[src/rtl/uart_frame_rx_param_if.sv]
// Byte-strobe input and frame-result outputs of the game-state link receiver.
// The slave modport is the receiver itself; the master modport is the UART/consumer side.
interface uart_frame_rx_param_if #(
   parameter int unsigned PAYLOAD_BYTES = 10
);
   logic                         rx_done;
   logic [7:0]                   current_rx;
   logic [8*PAYLOAD_BYTES-1:0]   payload_out;
   logic                         frame_valid;
   logic                         frame_err_csum;
   logic                         frame_err_timeout;
   logic [15:0]                  frame_count;
   logic                         busy;

   modport master (
      output rx_done, current_rx,
      input  payload_out, frame_valid, frame_err_csum, frame_err_timeout, frame_count, busy
   );

   modport slave (
      input  rx_done, current_rx,
      output payload_out, frame_valid, frame_err_csum, frame_err_timeout, frame_count, busy
   );
endinterface

[src/rtl/uart_frame_rx_param.sv]
// Frame receiver for the inter-board game-state link: hunts a sync preamble, collects the
// payload into a shadow buffer, checks the optional checksum and commits whole frames at once.
//
// state      | meaning
// -----------+------------------------------------------------------------
// ST_HUNT    | counting consecutive SYNC_BYTE values, idle between frames
// ST_PAYLOAD | storing payload bytes into the shadow buffer
// ST_CHECK   | waiting for the checksum byte after a complete payload
module uart_frame_rx_param #(
   parameter int unsigned SYNC_LEN       = 4,
   parameter logic [7:0]  SYNC_BYTE      = 8'hFF,
   parameter int unsigned PAYLOAD_BYTES  = 10,
   parameter bit          CHECKSUM_EN    = 1'b1,
   parameter int unsigned TIMEOUT_CYCLES = 100000
) (
   input logic                  clk,
   input logic                  rst,
   uart_frame_rx_param_if.slave bus
);

   localparam int unsigned SYNC_W = $clog2(SYNC_LEN + 1);
   localparam int unsigned IDX_W  = $clog2(PAYLOAD_BYTES + 1);
   localparam int unsigned TMO_W  = $clog2(TIMEOUT_CYCLES);
   localparam int unsigned PW     = 8 * PAYLOAD_BYTES;

   localparam logic [SYNC_W-1:0] SYNC_LAST = SYNC_W'(SYNC_LEN - 1);
   localparam logic [IDX_W-1:0]  IDX_LAST  = IDX_W'(PAYLOAD_BYTES - 1);
   localparam logic [TMO_W-1:0]  TMO_LAST  = TMO_W'(TIMEOUT_CYCLES - 1);

   typedef enum logic [1:0] {
      ST_HUNT    = 2'd0,
      ST_PAYLOAD = 2'd1,
      ST_CHECK   = 2'd2
   } state_t;

   state_t            state_q, state_d;
   logic [SYNC_W-1:0] sync_q, sync_d;
   logic [IDX_W-1:0]  idx_q, idx_d;
   logic [7:0]        sum_q, sum_d;
   logic [TMO_W-1:0]  tmo_q, tmo_d;
   logic [PW-1:0]     shadow_q, shadow_d;
   logic [PW-1:0]     payload_q, payload_d;
   logic [15:0]       count_q, count_d;
   logic              valid_q, valid_d;
   logic              err_csum_q, err_csum_d;
   logic              err_tmo_q, err_tmo_d;
   logic              busy_q, busy_d;
   logic [7:0]        csum_total;

   always_ff @(posedge clk or negedge rst) begin
      if (!rst) begin
         state_q    <= ST_HUNT;
         sync_q     <= '0;
         idx_q      <= '0;
         sum_q      <= '0;
         tmo_q      <= '0;
         shadow_q   <= '0;
         payload_q  <= '0;
         count_q    <= '0;
         valid_q    <= 1'b0;
         err_csum_q <= 1'b0;
         err_tmo_q  <= 1'b0;
         busy_q     <= 1'b0;
      end else begin
         state_q    <= state_d;
         sync_q     <= sync_d;
         idx_q      <= idx_d;
         sum_q      <= sum_d;
         tmo_q      <= tmo_d;
         shadow_q   <= shadow_d;
         payload_q  <= payload_d;
         count_q    <= count_d;
         valid_q    <= valid_d;
         err_csum_q <= err_csum_d;
         err_tmo_q  <= err_tmo_d;
         busy_q     <= busy_d;
      end
   end

   always_comb begin
      state_d    = state_q;
      sync_d     = sync_q;
      idx_d      = idx_q;
      sum_d      = sum_q;
      tmo_d      = tmo_q;
      shadow_d   = shadow_q;
      payload_d  = payload_q;
      count_d    = count_q;
      valid_d    = 1'b0;
      err_csum_d = 1'b0;
      err_tmo_d  = 1'b0;
      csum_total = sum_q + bus.current_rx;

      case (state_q)
         ST_HUNT: begin
            if (bus.rx_done) begin
               if (bus.current_rx == SYNC_BYTE) begin
                  if (sync_q == SYNC_LAST) begin
                     state_d = ST_PAYLOAD;
                     sync_d  = '0;
                     idx_d   = '0;
                     sum_d   = '0;
                     tmo_d   = '0;
                  end else begin
                     sync_d = sync_q + SYNC_W'(1);
                  end
               end else begin
                  sync_d = '0;
               end
            end
         end

         ST_PAYLOAD: begin
            if (bus.rx_done) begin
               for (int k = 0; k < int'(PAYLOAD_BYTES); k++) begin
                  if (idx_q == IDX_W'(k)) shadow_d[8*k +: 8] = bus.current_rx;
               end
               sum_d = csum_total;
               idx_d = idx_q + IDX_W'(1);
               tmo_d = '0;
               if (idx_q == IDX_LAST) begin
                  if (CHECKSUM_EN) begin
                     state_d = ST_CHECK;
                  end else begin
                     // shadow_d already holds the final byte, so the commit is whole-frame
                     payload_d = shadow_d;
                     valid_d   = 1'b1;
                     count_d   = count_q + 16'd1;
                     state_d   = ST_HUNT;
                  end
               end
            end else if (tmo_q == TMO_LAST) begin
               err_tmo_d = 1'b1;
               state_d   = ST_HUNT;
               sync_d    = '0;
            end else begin
               tmo_d = tmo_q + TMO_W'(1);
            end
         end

         ST_CHECK: begin
            if (bus.rx_done) begin
               if (csum_total == 8'h00) begin
                  payload_d = shadow_q;
                  valid_d   = 1'b1;
                  count_d   = count_q + 16'd1;
               end else begin
                  err_csum_d = 1'b1;
               end
               state_d = ST_HUNT;
               sync_d  = '0;
               tmo_d   = '0;
            end else if (tmo_q == TMO_LAST) begin
               err_tmo_d = 1'b1;
               state_d   = ST_HUNT;
               sync_d    = '0;
            end else begin
               tmo_d = tmo_q + TMO_W'(1);
            end
         end

         default: begin
            state_d = ST_HUNT;
            sync_d  = '0;
         end
      endcase

      busy_d = (state_d != ST_HUNT);
   end

   assign bus.payload_out       = payload_q;
   assign bus.frame_valid       = valid_q;
   assign bus.frame_err_csum    = err_csum_q;
   assign bus.frame_err_timeout = err_tmo_q;
   assign bus.frame_count       = count_q;
   assign bus.busy              = busy_q;

endmodule

[src/flat_wrapper.sv]
// flat-port wrapper written by rule: the top's interface ports become plain ports
module uart_frame_rx_param_flat 
#(
   parameter int unsigned SYNC_LEN       = 4,
   parameter logic [7:0]  SYNC_BYTE      = 8'hFF,
   parameter int unsigned PAYLOAD_BYTES  = 10,
   parameter bit          CHECKSUM_EN    = 1'b1,
   parameter int unsigned TIMEOUT_CYCLES = 100000
)
  (clk, rst, bus_rx_done, bus_current_rx, bus_payload_out, bus_frame_valid, bus_frame_err_csum, bus_frame_err_timeout, bus_frame_count, bus_busy);
  uart_frame_rx_param_if #(.PAYLOAD_BYTES(PAYLOAD_BYTES)) bus_i ();
  input logic clk;
  input logic rst;
  input wire logic [$bits(bus_i.rx_done)-1:0] bus_rx_done;
  input wire logic [$bits(bus_i.current_rx)-1:0] bus_current_rx;
  output wire logic [$bits(bus_i.payload_out)-1:0] bus_payload_out;
  output wire logic [$bits(bus_i.frame_valid)-1:0] bus_frame_valid;
  output wire logic [$bits(bus_i.frame_err_csum)-1:0] bus_frame_err_csum;
  output wire logic [$bits(bus_i.frame_err_timeout)-1:0] bus_frame_err_timeout;
  output wire logic [$bits(bus_i.frame_count)-1:0] bus_frame_count;
  output wire logic [$bits(bus_i.busy)-1:0] bus_busy;
  assign bus_i.rx_done = bus_rx_done;
  assign bus_i.current_rx = bus_current_rx;
  assign bus_payload_out = bus_i.payload_out;
  assign bus_frame_valid = bus_i.frame_valid;
  assign bus_frame_err_csum = bus_i.frame_err_csum;
  assign bus_frame_err_timeout = bus_i.frame_err_timeout;
  assign bus_frame_count = bus_i.frame_count;
  assign bus_busy = bus_i.busy;
  uart_frame_rx_param #(.SYNC_LEN(SYNC_LEN), .SYNC_BYTE(SYNC_BYTE), .PAYLOAD_BYTES(PAYLOAD_BYTES), .CHECKSUM_EN(CHECKSUM_EN), .TIMEOUT_CYCLES(TIMEOUT_CYCLES)) u_core (.clk(clk), .rst(rst), .bus(bus_i));
endmodule
[config.mk]
export PLATFORM = sky130hd
export DESIGN_NAME = uart_frame_rx_param_flat
export DESIGN_NICKNAME = d
export VERILOG_FILES = /design/src/rtl/uart_frame_rx_param_if.sv /design/src/rtl/uart_frame_rx_param.sv /design/src/flat_wrapper.sv
export SDC_FILE = /design/constraint.sdc
export NUM_CORES = 1
export LEC_CHECK = 0
export ABC_AREA = 1
export BUFFER_PORTS_ARGS = -buffer_cell sky130_fd_sc_hd__buf_2
export CAP_MARGIN = 20
export CORE_UTILIZATION = 45
export CTS_CLUSTER_DIAMETER = 50
export DETAILED_ROUTE_END_ITERATION = 12
export PLACE_DENSITY_LB_ADDON = 0.3
export SYNTH_ARGS = -nofsm -noshare
export SYNTH_HDL_FRONTEND = slang
export SYNTH_SLANG_ARGS = --single-unit
[constraint.sdc]
create_clock -name clk -period 4.7 [get_ports clk]
set_input_delay 0.705 -clock clk [delete_from_list [all_inputs] [get_ports clk]]
set_output_delay 0.705 -clock clk [all_outputs]
set_load 0.005 [all_outputs]
==> run metrics <==
post-synthesis adder-cell area fraction 2.533%; core box area 21090 um2; grt ovf 0; Final Hold Viols 0; GR Util met2 33.55%; Overall Power between 5 and 6 mW; Rel. slew slack 28.28%; outcome completed; Final Core Density between 50% and 60%; Compound-Gate Fraction of Synth Area between 5 and 6%; library cells used by synthesis 25; Slew Limit Fails 0; largest net degree at the start of global routing 125; vias after detailed routing between 8000 and 9000; IR drop worst, VDD 0.3912 mV; first-pass GRT wire length 37.62 mm; Critical Path RT between 5000 and 6000 ps; DR vias/cell 5.266; Syn Area/Cell around 8.4 um2; LEAKAGE just over 6 nW; Tcrit/Tclk final about 62%; worst hold slack 299.4 ps; clock root buffer clkbuf_16; setup_tns 0 ps; worst slew pin tran between 1000 and 1500 ps; Setup Crit Path Kind register to register; Post-CTS Hold Fix Bufs 0; clock skew 10.28 ps; CTS max path bufs 3; CP arrival 3380 ps; fin crit period about 3000 ps; Synth Instances between 1000 and 1500; leading area contributor after synthesis dfrtp_1; Worst Hold Class input pin to asynchronous set/reset pin; initial detailed-routing violation count roughly 530; met1 usage roughly 30%; antenna cell count 0; ANT nets after route 0; Ports approximately 110; Clk Latency, worst-skew pair 520 ps; CP endpoint kind register; Post-CTS Setup Inserts 0; Synth Register Bits around 210; nets 1266; FMAX about 340 MHz; number of flops mapped to enable cells by yosys 0; simple logic cell fraction of the synthesized area between 20 and 30%; initial antenna violation count 0; CP delay by family, top simple AND/OR/NAND/NOR gates; post-cts resize count 0; TritonCTS clock tree done; reg2reg setup slack approximately 1800 ps; DRC 0; largest family of logic cells by synthesized area simple AND/OR/NAND/NOR gates; RSZ-0062 raised after global routing no; Synth top area share a little under three fifths; Die Footprint 22110 um2; Cell Chain, Critical Path ha_1 > fa_1 > nand2_1 > nand2_1 > nand3_1 > nand2_1 > nand2_1 > nand2_1 > nor2_4 > buf_4 > nand4_1 > nand2_1; sequential share of the synthesized area 55.30%; WL per Instance around 15 um; router iterations before antenna repair 5; Worst path most repeated cell nand2_1; Crit path largest cell delay approximately 770 ps; CP Buf/Inv Count 1; Final GP Congestion slightly below 0.9; startpoint types register; I/O Buffers 110; CP Max Fanout 98; PwrDens between 400 and 500 nW/um2; H-tree levels 1; syn_nets ~1200; Critical Path Slowest Stage Cell buf_4; Synth Warn # 0; Starting Density roughly 46%; Max Cap Violations 0; DP Wirelength roughly 14 mm; met3 usage about 3.6%; Die H 148.7 um; final worst setup slack between 1500 and 2000 ps; CTS sink count around 210; ys async rst share between 90% and 100%; mux cell area share after synthesis 0%; Area growth, synth to finish 15.36%; ys flop type dfrtp_1; Post-Synth XOR/XNOR Area ~1.4%; dominant cells by area after synthesis dfrtp_1, nand2_1, nand4_1, o21ai_0, inv_1; GRT Overall Usage 21.14%; most used routing layer met2; vias in the first global route ~7500; row count 53; Fillers about 2000; final setup fails 0; Reg clk slew, reported paths about 60 ps; cell area after synthesis between 9000 and 10000 um2; pre-CTS WS around 1300 ps; final WL ~23 mm; layout cell share with drive strength beyond 1 around an eighth; CTS Buf Count 25; Die W ~150 um
[final cells by class]
cell class	count	area (um2)	share of cell area, %
repair buffers	117	624.3	5.589
multi-input cells	800	3787	33.90
flip-flops and latches	214	5355	47.94
inverters	78	292.8	2.621
clock inverters	9	95.09	0.8513
clock buffers	32	671.9	6.015
well taps	275	344.1	3.080
[worst reg2reg max path, stage by stage (launching register included)]
cell and delay, ps:
dfrtp_1 380, ha_1 230, fa_1 410, nand2_1 80, nand2_1 90, nand3_1 100, nand2_1 60, nand2_1 60
nand2_1 90, nor2_4 140, buf_4 770, nand4_1 320, nand2_1 140
[registers in the layout, summed over array words and instances, names as in the netlist]
register,cells
u_core.bus.frame_count,16
u_core.idx_q,4
u_core.tmo_q,17
u_core.sync_q,3
u_core.bus.frame_err_csum,1
u_core.state_q,2
u_core.bus.frame_err_timeout,1
u_core.sum_q,8
u_core.bus.frame_valid,1
u_core.bus.busy,1
u_core.bus.payload_out,80
u_core.shadow_q,80
[worst paths after layout]
path	from	end	depth (start not counted)
max	u_core.sum_q[0]	u_core.bus.payload_out[3]	12
min reg2reg	u_core.bus.payload_out[25]	u_core.bus.payload_out[25]	2
min	rst	u_core.bus.payload_out[28]	1
min in group clk	u_core.bus.payload_out[25]	u_core.bus.payload_out[25]	2
max reg2reg	u_core.sum_q[0]	u_core.bus.payload_out[3]	12
max in group asynchronous	rst	u_core.sum_q[0]	2
[power by group]
| group | switching (mW) | internal [mW] |
|---|---|---|
| logic | 0.662 | 0.249 |
| clock network | 0.754 | 1.07 |
| registers | 0.171 | 2.10 |
[cell usage after synthesis, types with 8 or more instances]
library cell    n
a21oi_1         8
nor3_1         19
xor2_1         10
inv_1          73
nor2_1         54
nand2_1       424
dfrtp_1       214
ha_1           18
clkbuf_1       44
nand4_1       109
nand3_1        42
o21ai_0       100
buf_4           8
[cells in the final DEF (no fill, tap or decap), types with 3 or more instances in the layout]
cell         n
xor2_1      10
buf_4        6
nand3_1     42
buf_2      109
inv_2        4
clkbuf_1     5
clkbuf_8     3
nand2_1    424
nand4_1    109
dfrtp_1    214
xnor2_1      6
a21oi_1      8
clkbuf_16   25
nor3_1      19
inv_1       73
nor2_1      54
inv_6        5
ha_1        18
o21ai_0    100
[stage by stage]
step | std cells | instance area [um2]
global placement | 1484 | 10400
detailed placement | 1484 | 10400
global route | 1525 | 11170
finish | 1525 | 11170
floorplan | 1150 | 9683
CTS | 1525 | 11170
[logic make-up after synthesis]
group | after synthesis
flops | 214
compound gates | 110
buf+inv | 136
simple gates | 655
xor+xnor | 16
fa+ha+maj | 19
[per-layer routing]
metal / vias up / wire (um)
met5: - / 0
li1: 3948 / -
met3: 34 / 1210
met2: 213 / 10530
met1: 3836 / 10790
met4: 0 / 425
Power figures use the tool's default switching activity.
